`src/rtl/hazard_ctrl_unit.sv`:
```
// ---------------------------------------------------------------------------
// hazard_ctrl_unit
//
// Hazard controller for the pipelined 64-bit ARM core. It sits beside the
// IF/ID and ID/EX pipeline registers and decides, every cycle, whether the
// front end may advance, whether IF/ID must be squashed and whether a NOP
// bubble is injected into ID/EX.
//
// Two hazard classes are handled:
//   * load-use: an EX-stage load whose destination is read by the ID-stage
//     instruction (any of NUM_SRC operand slots, XZR never matches). The
//     stall is raised in the same cycle, and held LOAD_LAT cycles in total.
//   * taken branch: BR_FLUSH_CYCLES cycles of IF flush followed by exactly
//     one ID/EX bubble cycle.
//
// Ports:
//   clk          in   pipeline clock, rising edge
//   rst          in   asynchronous active-low reset
//   id_src_regs  in   NUM_SRC*REG_W  ID-stage source indices, slot k at [k*REG_W +: REG_W]
//   id_src_valid in   NUM_SRC        slot k operand is really read
//   ex_rd        in   REG_W          EX-stage destination index
//   ex_mem_read  in   1              EX-stage instruction is a load
//   br_taken     in   1              branch resolved taken this cycle
//   if_flush     out  1              squash IF/ID contents
//   bubble_ctrl  out  1              force ID/EX control to NOP
//   IF_ID_write  out  1              IF/ID register enable
//   pc_write     out  1              PC enable
//   hz_state     out  2              registered FSM state (debug)
//
// Optional build macro HAZARD_PERF_CNT_EN adds two saturating CNT_W-bit
// performance counters:
//   stall_cycles out  CNT_W  cycles with pc_write = 0 and if_flush = 0
//   flush_cycles out  CNT_W  cycles with if_flush = 1
// ---------------------------------------------------------------------------
module hazard_ctrl_unit #(
   parameter int REG_W           = 5,
   parameter int NUM_SRC         = 3,
   parameter int ZERO_REG        = 31,
   parameter int BR_FLUSH_CYCLES = 1,
   parameter int LOAD_LAT        = 1,
   parameter int CNT_W           = 16
) (
   input  logic                       clk,
   input  logic                       rst,
   input  logic [NUM_SRC*REG_W-1:0]   id_src_regs,
   input  logic [NUM_SRC-1:0]         id_src_valid,
   input  logic [REG_W-1:0]           ex_rd,
   input  logic                       ex_mem_read,
   input  logic                       br_taken,
   output logic                       if_flush,
   output logic                       bubble_ctrl,
   output logic                       IF_ID_write,
   output logic                       pc_write,
   output logic [1:0]                 hz_state
`ifdef HAZARD_PERF_CNT_EN
   ,
   output logic [CNT_W-1:0]           stall_cycles,
   output logic [CNT_W-1:0]           flush_cycles
`endif
);

   // Out-of-range configurations are rejected at elaboration time.
   if (BR_FLUSH_CYCLES < 1 || BR_FLUSH_CYCLES > 4) begin : gBadFlushCycles
      $error("hazard_ctrl_unit: BR_FLUSH_CYCLES must be in 1..4");
   end
   if (LOAD_LAT < 1 || LOAD_LAT > 3) begin : gBadLoadLat
      $error("hazard_ctrl_unit: LOAD_LAT must be in 1..3");
   end
   if (REG_W < 1 || NUM_SRC < 1 || CNT_W < 1) begin : gBadWidths
      $error("hazard_ctrl_unit: REG_W, NUM_SRC and CNT_W must be positive");
   end

   typedef enum logic [1:0] {
      RUN       = 2'd0,
      BR_FLUSH  = 2'd1,
      BR_BUBBLE = 2'd2,
      LD_STALL  = 2'd3
   } hzState_t;

   localparam logic [REG_W-1:0] ZeroIdx   = REG_W'(ZERO_REG);
   localparam logic [1:0]       FlushInit = 2'(BR_FLUSH_CYCLES - 1);
   localparam logic [1:0]       LdInit    = 2'(LOAD_LAT - 1);

   hzState_t   state_q, state_d;
   logic [1:0] flushCnt_q, flushCnt_d;
   logic [1:0] ldCnt_q, ldCnt_d;
   logic       loadHit;

   // Load-use detection: an EX load to a real register (not XZR) that some
   // genuinely-read ID operand slot depends on.
   always_comb begin
      loadHit = 1'b0;
      if (ex_mem_read && (ex_rd != ZeroIdx)) begin
         for (int k = 0; k < NUM_SRC; k++) begin
            if (id_src_valid[k] && (id_src_regs[k*REG_W +: REG_W] == ex_rd)) begin
               loadHit = 1'b1;
            end
         end
      end
   end

   // Next-state and output decode. The first cycle of a load-use stall is
   // raised combinationally from RUN so the dependent instruction never
   // advances; a taken branch out-prioritises entering LD_STALL because the
   // stalled instruction is on the wrong path anyway. While reset is held the
   // outputs are forced to their free-running values without waiting for a
   // clock edge.
   always_comb begin
      state_d     = state_q;
      flushCnt_d  = flushCnt_q;
      ldCnt_d     = ldCnt_q;
      if_flush    = 1'b0;
      bubble_ctrl = 1'b0;
      IF_ID_write = 1'b1;
      pc_write    = 1'b1;

      case (state_q)
         RUN: begin
            if (loadHit) begin
               bubble_ctrl = 1'b1;
               IF_ID_write = 1'b0;
               pc_write    = 1'b0;
            end
            if (br_taken) begin
               state_d    = BR_FLUSH;
               flushCnt_d = FlushInit;
            end else if (loadHit && (LOAD_LAT > 1)) begin
               state_d = LD_STALL;
               ldCnt_d = LdInit;
            end
         end
         BR_FLUSH: begin
            if_flush    = 1'b1;
            IF_ID_write = 1'b0;
            pc_write    = 1'b0;
            if (flushCnt_q != 2'd0) begin
               flushCnt_d = flushCnt_q - 2'd1;
            end else begin
               state_d = BR_BUBBLE;
            end
         end
         BR_BUBBLE: begin
            bubble_ctrl = 1'b1;
            if (br_taken) begin
               state_d    = BR_FLUSH;
               flushCnt_d = FlushInit;
            end else begin
               state_d = RUN;
            end
         end
         LD_STALL: begin
            bubble_ctrl = 1'b1;
            IF_ID_write = 1'b0;
            pc_write    = 1'b0;
            if (br_taken) begin
               state_d    = BR_FLUSH;
               flushCnt_d = FlushInit;
               ldCnt_d    = 2'd0;
            end else if (ldCnt_q > 2'd1) begin
               ldCnt_d = ldCnt_q - 2'd1;
            end else begin
               state_d = RUN;
               ldCnt_d = 2'd0;
            end
         end
         default: begin
            state_d = RUN;
         end
      endcase

      if (!rst) begin
         if_flush    = 1'b0;
         bubble_ctrl = 1'b0;
         IF_ID_write = 1'b1;
         pc_write    = 1'b1;
      end
   end

   // State and counter registers.
   always_ff @(posedge clk or negedge rst) begin
      if (!rst) begin
         state_q    <= RUN;
         flushCnt_q <= 2'd0;
         ldCnt_q    <= 2'd0;
      end else begin
         state_q    <= state_d;
         flushCnt_q <= flushCnt_d;
         ldCnt_q    <= ldCnt_d;
      end
   end

   assign hz_state = state_q;

`ifdef HAZARD_PERF_CNT_EN
   logic [CNT_W-1:0] stallCnt_q;
   logic [CNT_W-1:0] flushCnt2_q;

   // Saturating performance counters; they stick at all-ones so a long run
   // never wraps back to a misleadingly small number.
   always_ff @(posedge clk or negedge rst) begin
      if (!rst) begin
         stallCnt_q  <= '0;
         flushCnt2_q <= '0;
      end else begin
         if (!pc_write && !if_flush && (stallCnt_q != {CNT_W{1'b1}})) begin
            stallCnt_q <= stallCnt_q + CNT_W'(1);
         end
         if (if_flush && (flushCnt2_q != {CNT_W{1'b1}})) begin
            flushCnt2_q <= flushCnt2_q + CNT_W'(1);
         end
      end
   end

   assign stall_cycles = stallCnt_q;
   assign flush_cycles = flushCnt2_q;
`else
   // Performance counters are not built in this configuration.
`endif

endmodule

```
`config.mk`:
```
export PLATFORM = sky130hd
export DESIGN_NAME = hazard_ctrl_unit
export DESIGN_NICKNAME = d
export VERILOG_FILES = /design/src/rtl/hazard_ctrl_unit.sv
export SDC_FILE = /design/constraint.sdc
export NUM_CORES = 1
export LEC_CHECK = 0
export ABC_AREA = 1
export CELL_PAD_IN_SITES_DETAIL_PLACEMENT = 1
export CELL_PAD_IN_SITES_GLOBAL_PLACEMENT = 2
export CORE_MARGIN = 3
export CORE_UTILIZATION = 19
export DETAILED_ROUTE_END_ITERATION = 16
export PLACE_DENSITY_LB_ADDON = 0.1
export REMOVE_ABC_BUFFERS = 1
export SYNTH_ARGS = -nofsm -noshare
export SYNTH_HDL_FRONTEND = slang
export SYNTH_SLANG_ARGS = --single-unit
export TNS_END_PERCENT = 20
```
`constraint.sdc`:
```
create_clock -name clk -period 2.2 [get_ports clk]
set_clock_uncertainty 0.1 [all_clocks]
set_input_delay 0.33 -clock clk [delete_from_list [all_inputs] [get_ports clk]]
set_output_delay 0.33 -clock clk [all_outputs]
set_load 0.02 [all_outputs]
```
Yosys cells after proc, flatten, opt, wreduce, memory -nomap -nowiden
Index checks and enable logic that the tools add are counted.
Widths: inputs -> output; s select.
{ "classes": {"n_eq_ne": 12, "n_lt_le_gt_ge": 1, "n_reduce_logical": 11, "muxes": 23, "addsub": 2} }
{ "ops": {"columns": ["operator", "count"], "rows": [
  ["$mux 2", 8],
  ["$eq 5x5->1", 3],
  ["$mux 1", 11],
  ["$pmux 2 s4", 1],
  ["$ne 2x2->1 const B", 3],
  ["$ne 5x5->1 const B", 1],
  ["$eq 2x2->1 const B", 2],
  ["$logic_and 1x1->1", 4],
  ["$pmux 1 s2", 2],
  ["$pmux 2 s2", 1],
  ["$reduce_or 2->1", 2],
  ["$sub 2x1->2 const B", 2],
  ["$ne 3x3->1 const B", 1],
  ["$reduce_and 3->1", 1],
  ["$reduce_or 3->1", 1],
  ["$eq 2x1->1 const B", 1],
  ["$gt 2x1->1 const B", 1],
  ["$logic_not 2->1", 1],
  ["$ne 2x1->1 const B", 1],
  ["$reduce_and 2->1", 1],
  ["$reduce_bool 2->1", 1]
]} }
{ "totals": {"in_bits": 27, "out_inout_bits": 6, "reg_bits": 6, "wordCells": 52} }

Longest topological paths before layout
Gate-level depths: netlist of the first run.
{ "logic_depth": {"depth_word": 9, "mapped_depth": 10, "mapped_depth_nobuf": 9} }

Worst setup path after synthesis of the first run
No wires, ideal clock.
{ "synth_path": {"path_type": "input port to output port", "from": "in ex_rd[4]", "to": "out pc_write", "slack_ns": 0.608, "t_required_ns": 1.770, "n_path_buf": 1, "cell_stages": 9, "arrival_time_ns": 1.162, "path_cell_list": "inv_1 nand2_1 a21oi_1 nand3_1 nand3_2 nand2_2 nand2_1 nand3_2 buf_4"} }
{ "synth_between": {"elab_chain_len": 9, "word_cells_on_any_way": 15, "cone_classes": "eq/ne: 4; mux: 7; reduce/logical: 4"} }
{ "synth_rtl": {"columns": ["element", "line_no", "text"], "rows": [
  ["from (decl)", "47", "input logic [REG_W-1:0] ex_rd,"],
  ["$eq 5x5->1", "95", "if (id_src_valid[k] && (id_src_regs[k*REG_W +: REG_W] == ex_rd)) begin"],
  ["$logic_and 1x1->1", "95", null],
  ["$mux 1 (3 in series)", "95", null],
  ["$mux 1 *", "93", "if (ex_mem_read && (ex_rd != ZeroIdx)) begin"],
  ["$mux 1 *", null, null],
  ["$pmux 1 s2 *", null, null],
  ["$mux 1 *", null, null],
  ["to (decl)", "53", "output logic pc_write,"]
]} }
Every way passes the cells marked *; elsewhere a longest branch is shown, timed or not.

Worst setup path in the final report of the first run
{ "layout_path": {"from": "in ex_rd[2]", "to": "out pc_write"} }
{ "layout_between": {"elab_chain_len": 9, "word_cells_on_any_way": 15, "cone_classes": "eq/ne: 4; mux: 7; reduce/logical: 4"} }
{ "layout_rtl": {"columns": ["element", "line_no", "text"], "rows": [
  ["$eq 5x5->1", "95", null],
  ["$logic_and 1x1->1", "95", null],
  ["$mux 1 (3 in series)", "95", null],
  ["$mux 1 *", "93", null],
  ["$mux 1 *", "119", "if (loadHit) begin"],
  ["$pmux 1 s2 *", "117", "case (state_q)"],
  ["$mux 1 *", "171", "if (!rst) begin"]
]} }
Marked as above.

==> run metrics, run 1 <==
Slowest-stage cell, CP=clkdlybuf4s50_1; drt initial violations=19; post-synthesis instance total=117; Die Ht=63.8 um; Slew HR=83.9%; area fraction of the dominant cell type after synthesis=29.5%; post-synthesis adder-cell area fraction=1.97%; # port buffers=32; crit path time final=2.08 ns; Tot GR Track Use=11.1%; Sink Count=6; fraction of final layout cells sized beyond drive strength 1=16.7%; HPWL Detailed=1800 um; Critical Path Source Type=input pin; Synth Warn #=0; CP Depth=11; gpl congestion=0.696; final setup fails=0; mapped cell area=636 um^2; R2R cell count=6; ys async rst share=100%; CP Cell Sequence=clkdlybuf4s50_1, buf_4, nand2_1, nand2_1, nor2_2, nand3_2, nand3_2, nand2_2, nand2_1, nand3_2, buf_2; Final Cycle Share=94.5%; synthesized flop and latch total=6; WP buf/inv=3; top post-synthesis cells by area=nand2_1, dfrtp_1, inv_1; Main synth FF type=dfrtp_1; Routed WL=2010 um; antenna-violating nets left=0; simple-gate portion of the synthesized area=49.2%; DR WL/cell=10.1 um; Tightest Pin Transition=0.242 ns; final hold vios=0; Post-Synth XOR/XNOR Area=0%; Syn Area/Cell=5.43 um^2; Clk Latency, worst-skew pair=0.24 ns; Max-Cap Viols=0; commonest non-fill, non-tap cell in the layout=nand2_1; Critical Path AT=1.65 ns; CP top delay family=buffers and inverters; CP endpoint kind=output port; worst min path class=input pin to async pin; die footprint=4080 um^2; Post CTS Setup Buffer Count=0; outcome=finished clean; Final Util=33.8%; sequential area share after synthesis=23.6%; Num CTS Buffers=3; most frequent cells in the layout=nand2_1, clkdlybuf4s50_1, inv_1; DRC Markers=0; Yosys cell types=20; Final Power=0.000708 W; I/O Pins=33; Compound-Gate Fraction of Synth Area=8.07%; DIE WIDTH=63.8 um; core area=3130 um^2; fin. max-slew vios=0; Area growth syn-to-layout=66.1%; CTS max path bufs=2; maximum vdd drop=0.000340 V; cell taking the most area after synthesis=nand2_1; Worst-path clk slew=0.04 ns; layout net count=186; largest family of logic cells by synthesized area=simple AND/OR/NAND/NOR gates; antenna fix cells=0; vias in the first global route=897; largest net degree at the start of global routing=8; slowest stage delay, CP=0.42 ns; Req. time, crit path=1.77 ns; Hold-fix buffers, CTS=0; initial antenna violation count=0; mux contribution to synthesized area=0%; Post-synth EDFFs=0; crit-path max FO=3; Leak=0.596 nW; DR vias=783; root buffer cell=clkbuf_4; WS Path Type=input pin to output port; vias per cell=3.92; f_max=481 MHz; CTS H-tree depth=1; CTS tree=done; # rows=20; unrepaired setup endpoints after global routing=true; global-route wire length before repair=3730 um; drt pass-1 iters=2; P per Cell Area=670 nW/um^2; GRT overflow=0; starting density of the core=20.3%
timing repair:
action / in CTS / in global routing
gates resized for setup: 17 / 4
setup endpoints to repair: 3 / 4
pin swaps: 0 / 0
logic make-up after synthesis:
group | after synthesis
buffers and inverters | 28
AOI/OAI and AO/OA | 8
adders and majority gates | 1
and+or+nand+nor | 74
DFF | 6
Yosys cell counts (2+ instances only):
library cell,instances
nand4_1,2
nor2_1,13
o21ai_0,2
inv_1,23
nand3_1,4
inv_2,4
dfrtp_1,6
nand2_1,50
nand3_2,2
power by group:
group / switching [W] / internal [W] / total (W)
logic: 0.000231 / 0.000176 / 0.000407
clock network: 0.0000361 / 0.0000615 / 0.0000976
registers: 0.0000426 / 0.000161 / 0.000203
state kept, by name (all words and copies together), names as in the netlist:
name,count
flushCnt_q,2
ldCnt_q,2
hz_state,2
path summary, 6_finish.rpt:
| path | from | slack (ns) | to |
|---|---|---|---|
| worst max-delay path | ex_rd[2] | 0.12 | pc_write |
| worst min-delay path | rst | 0.37 | hz_state[1] |
| worst max register to register | hz_state[1] | 0.89 | flushCnt_q[1] |
| worst min register to register | ldCnt_q[0] | 0.42 | ldCnt_q[0] |
| max in group asynchronous | rst | 1.53 | hz_state[0] |
| min in group clk | ldCnt_q[0] | 0.42 | ldCnt_q[0] |
layout make-up:
cell class / instances / area [um^2]
clock buffers: 3 / 22.5
fillers: 419 / 2070
inverters: 27 / 101
multi-input cells: 83 / 387
flip-flops and latches: 6 / 150
well taps: 44 / 55.1
repair buffers: 37 / 340
metal layers:
layer / vias up / GRT usage (%) / part of all wire, % / routed length, um
met2: 16 / 21.4 / 53 / 1070
met1: 342 / 12.0 / 41 / 827
li1: 423 / - / - / -
met3: 2 / 1.58 / 5.1 / 102
met5: - / 0 / 0 / 0
met4: 0 / 4.04 / 0.60 / 12
through the flow:
step                hold slack, ns  setup slack (ns)  cells  TNS, ns  instance area (um^2)
finish                       0.367             0.121    200        0                  1060
global placement             0.390            -0.455    197    -1.31                  1040
global route                 0.368           -0.0221    200  -0.0413                  1060
floorplan                  -0.0656             0.688    116        0                   628
CTS                          0.356           0.00230    200        0                  1050
detailed placement           0.415            -0.475    197    -1.36                  1040
No activity file was read; power rests on OpenSTA's default activity.
==> run 2: changes to the inputs <==
Settings changed: CAP_MARGIN set to 20.
==> results of run 2 <==
No change in the layout: final DEF, timing and power equal those of run 1.
==> run 3: changes to the inputs <==
--- a/config.mk
+++ b/config.mk
@@ -7,3 +7,2 @@
 export LEC_CHECK = 0
-export ABC_AREA = 1
 export CAP_MARGIN = 20
@@ -14,3 +13,3 @@
 export DETAILED_ROUTE_END_ITERATION = 16
-export PLACE_DENSITY_LB_ADDON = 0.1
+export PLACE_DENSITY = 0.86
 export REMOVE_ABC_BUFFERS = 1
--- a/constraint.sdc
+++ b/constraint.sdc
@@ -4,2 +4,2 @@
 set_output_delay 0.33 -clock clk [all_outputs]
-set_load 0.02 [all_outputs]
+set_load 0.01 [all_outputs]
==> run metrics, run 3 <==
HPWL Detailed=1500 um (-16%); mapped cell area=522 um^2 (-18%); top post-synthesis cells by area=dfrtp_1, xor2_1, xnor2_1; fraction of final layout cells sized beyond drive strength 1=20.8% (+4.1 points); unrepaired setup endpoints after global routing=true; Clk Latency, worst-skew pair=0.24 ns (about the same); combinational share of power=50.5% (-7.0 points); Leak=0.422 nW (-29%); DRC Markers=0 (unchanged); synthesized flop and latch total=6 (unchanged); largest net degree at the start of global routing=10 (+2); die footprint=3410 um^2 (-16%); fin. max-slew vios=0 (unchanged); Worst-path clk slew=0.04 ns (about the same); starting density of the core=20.5% (+0.18 points); layout net count=131 (-30%); worst setup path start=ex_rd[0]; Syn Area/Cell=8.42 um^2 (+55%); cell taking the most area after synthesis=dfrtp_1; Final Cycle Share=99.4% (+4.9 points); CTS H-tree depth=1 (unchanged); vias in the first global route=640 (-29%); clock power share=16.7% (+2.9 points); R2R cell count=4 (-2); final hold vios=0 (unchanged); most frequent cells in the layout=dlygate4sd2_1, xor2_1, clkdlybuf4s50_1; crit path to=pc_write; gpl congestion=0.708 (+1.6%); antenna fix cells=0 (unchanged); I/O Pins=33 (unchanged); Post-synth EDFFs=0 (unchanged); Tightest Pin Transition=0.313 ns (+0.0718 ns); worst min path class=register to register; multi-input combinational cell area=372 um^2 (-3.9%); crit path time final=2.19 ns (+0.108 ns); FF/Latch Area=151 um^2 (+0.83%); Final Util=36.6% (+2.9 points); DR WL/cell=13.3 um (+33%); Sink Count=6 (unchanged); P per Cell Area=629 nW/um^2 (-6.1%); Critical Path AT=1.76 ns (+0.11 ns); commonest non-fill, non-tap cell in the layout=dlygate4sd2_1; count leader, synth=xor2_1; CTS tree=done; global-route wire length before repair=2860 um (-23%); DIE WIDTH=58.4 um (-8.5%); r2r setup slk=0.95 ns (+0.06 ns); f_max=457 MHz (-5.0%); Commonest cells post-synth=xor2_1, dfrtp_1, nand2_1, nor2b_1; Slew HR=79.1% (-4.8 points); Die Ht=58.4 um (-8.5%); DP Worst Slack=-0.641 ns (-0.166 ns); Internal=0.000365 W (-8.4%); switching fraction of total power=37.9% (-5.9 points); CP endpoint kind=output port; Num CTS Buffers=3 (unchanged); Critical Path Source Type=input pin; final setup fails=0 (unchanged); sequential area share after synthesis=28.8% (+5.2 points); root buffer cell=clkbuf_4; Yosys cell types=22 (+10%); Area growth syn-to-layout=78.7%; Max-Cap Viols=0 (unchanged); Synth Warn #=0 (unchanged); Tot GR Track Use=11.1% (-0.019 points); worst r2r dst=flushCnt_q[0]; area fraction of the dominant cell type after synthesis=28.8% (-0.75 points); GRT overflow=0 (unchanged); final worst-path setup slack=0.0129 ns (-0.108 ns); Critical R2R Launch=hz_state[0]; drt initial violations=3 (-16); post-synthesis instance total=62 (-47%); net switching power figure=0.000222 W (-28%); vias per cell=4.47 (+14%); drt pass-1 iters=2 (unchanged); ys async rst share=100% (unchanged); Main synth FF type=dfrtp_1; antenna-violating nets left=0 (unchanged); outcome=finished clean; CTS max path bufs=2 (unchanged); # port buffers=32 (unchanged); maximum vdd drop=0.000353 V (+3.6%); WS Path Type=input pin to output port; # rows=18 (-10%); Routed WL=1750 um (-13%); part of the power in registers=32.8% (+4.1 points); number of fillers in the final layout=308 (-26%); initial antenna violation count=0 (unchanged); crit-path max FO=3 (unchanged); Req. time, crit path=1.77 ns (about the same); core area=2540 um^2 (-19%); Hold-fix buffers, CTS=0 (unchanged); DR vias=585 (-25%)
run 3: cell count changes after synthesis, sizes merged, moves of 2 or more:
cell	previous run	this run
o31a	0	2
nor2b	0	4
and3	0	3
nor4	0	3
inv	27	2
xnor2	0	3
xor2	0	12
o31ai	0	2
nand3	6	2
nor2	15	2
nand4	2	0
nand2	51	6
nand2b	0	2
run 3: kinds of logic (layout without fill, tap and decap cells):
kind of cell / after synthesis / after routing / synth area share, %
flip-flops: 6 / 6 / 28.8
multiplexers: 1 / 1 / 1.92
buffers and inverters: 4 / 43 / 3.60
adder cells (fa/ha/maj): 1 / 1 / 2.40
XOR/XNOR: 15 / 15 / 25.2
AND/OR/NAND/NOR: 23 / 23 / 23.3
AO/OA/AOI/OAI: 12 / 12 / 14.9
run 3: cell type report:
type	instances	area share [%]
flip-flops and latches	6	16.2
clock buffers	3	2.42
inverters	2	0.805
repair buffers	38	36.6
well taps	30	4.03
multi-input cells	52	39.9
run 3: power groups by stage:
stage / Clock, W / Combinational [W] / Sequential [W]
final: 0.0000980 / 0.000296 / 0.000193
after CTS: 0.000105 / 0.000298 / 0.000188
after global placement: 0 / 0.000306 / 0.000187
after detailed placement: 0 / 0.000314 / 0.000188
after global routing: 0.000112 / 0.000335 / 0.000202
after floorplan: 0 / 0.000144 / 0.000184
run 3: per-stage QoR:
stage	area (um^2)	hold WS [ns]	power, W	cells	TNS, ns
6_report	932	0.381	0.000587	131	0
5_1_grt	932	0.422	0.000649	131	-0.0893
4_1_cts	926	0.387	0.000591	131	0
3_5_place_dp	898	0.378	0.000502	126	-1.86
3_3_place_gp	898	0.359	0.000493	126	-1.78
2_1_floorplan	510	-0.0656	0.000328	60	0
run 3: per-layer routing:
| layer | up-vias | wire length [um] | track usage (%) |
|---|---|---|---|
| met5 | - | 0 | 0 |
| met4 | 0 | 21 | 2.98 |
| met3 | 2 | 52 | 2.63 |
| met2 | 11 | 952 | 20.3 |
| met1 | 280 | 720 | 12.8 |
| li1 | 292 | - | - |
run 3: how the worst min path moves through the flow:
| stage | startpoint | endpoint | slack (ns) | cells after the start |
|---|---|---|---|---|
| 2_1_floorplan | rst | flushCnt_q[0] | -0.07 | 0 |
| 3_3_place_gp | flushCnt_q[1] | flushCnt_q[1] | 0.36 | 2 |
| 3_5_place_dp | flushCnt_q[1] | flushCnt_q[1] | 0.38 | 2 |
| 4_1_cts | flushCnt_q[1] | flushCnt_q[1] | 0.39 | 2 |
| 5_1_grt | flushCnt_q[1] | flushCnt_q[1] | 0.42 | 2 |
| 6_report | flushCnt_q[1] | flushCnt_q[1] | 0.38 | 2 |
run 3: timing repair:
item,4_1_cts,5_1_grt
buffers inserted,2,0
endpoints found under the hold margin,0,0
gates resized for setup,40,3
endpoints found under the setup margin,3,4
pin swaps,9,1
run 3: worst max-delay path, cell delays in order:
cell and delay (ns):
dlygate4sd2_1 0.27, xor2_1 0.21, nor4_2 0.06, and3_1 0.16
buf_4 0.13, o31a_1 0.30, o21ai_2 0.14, buf_2 0.14
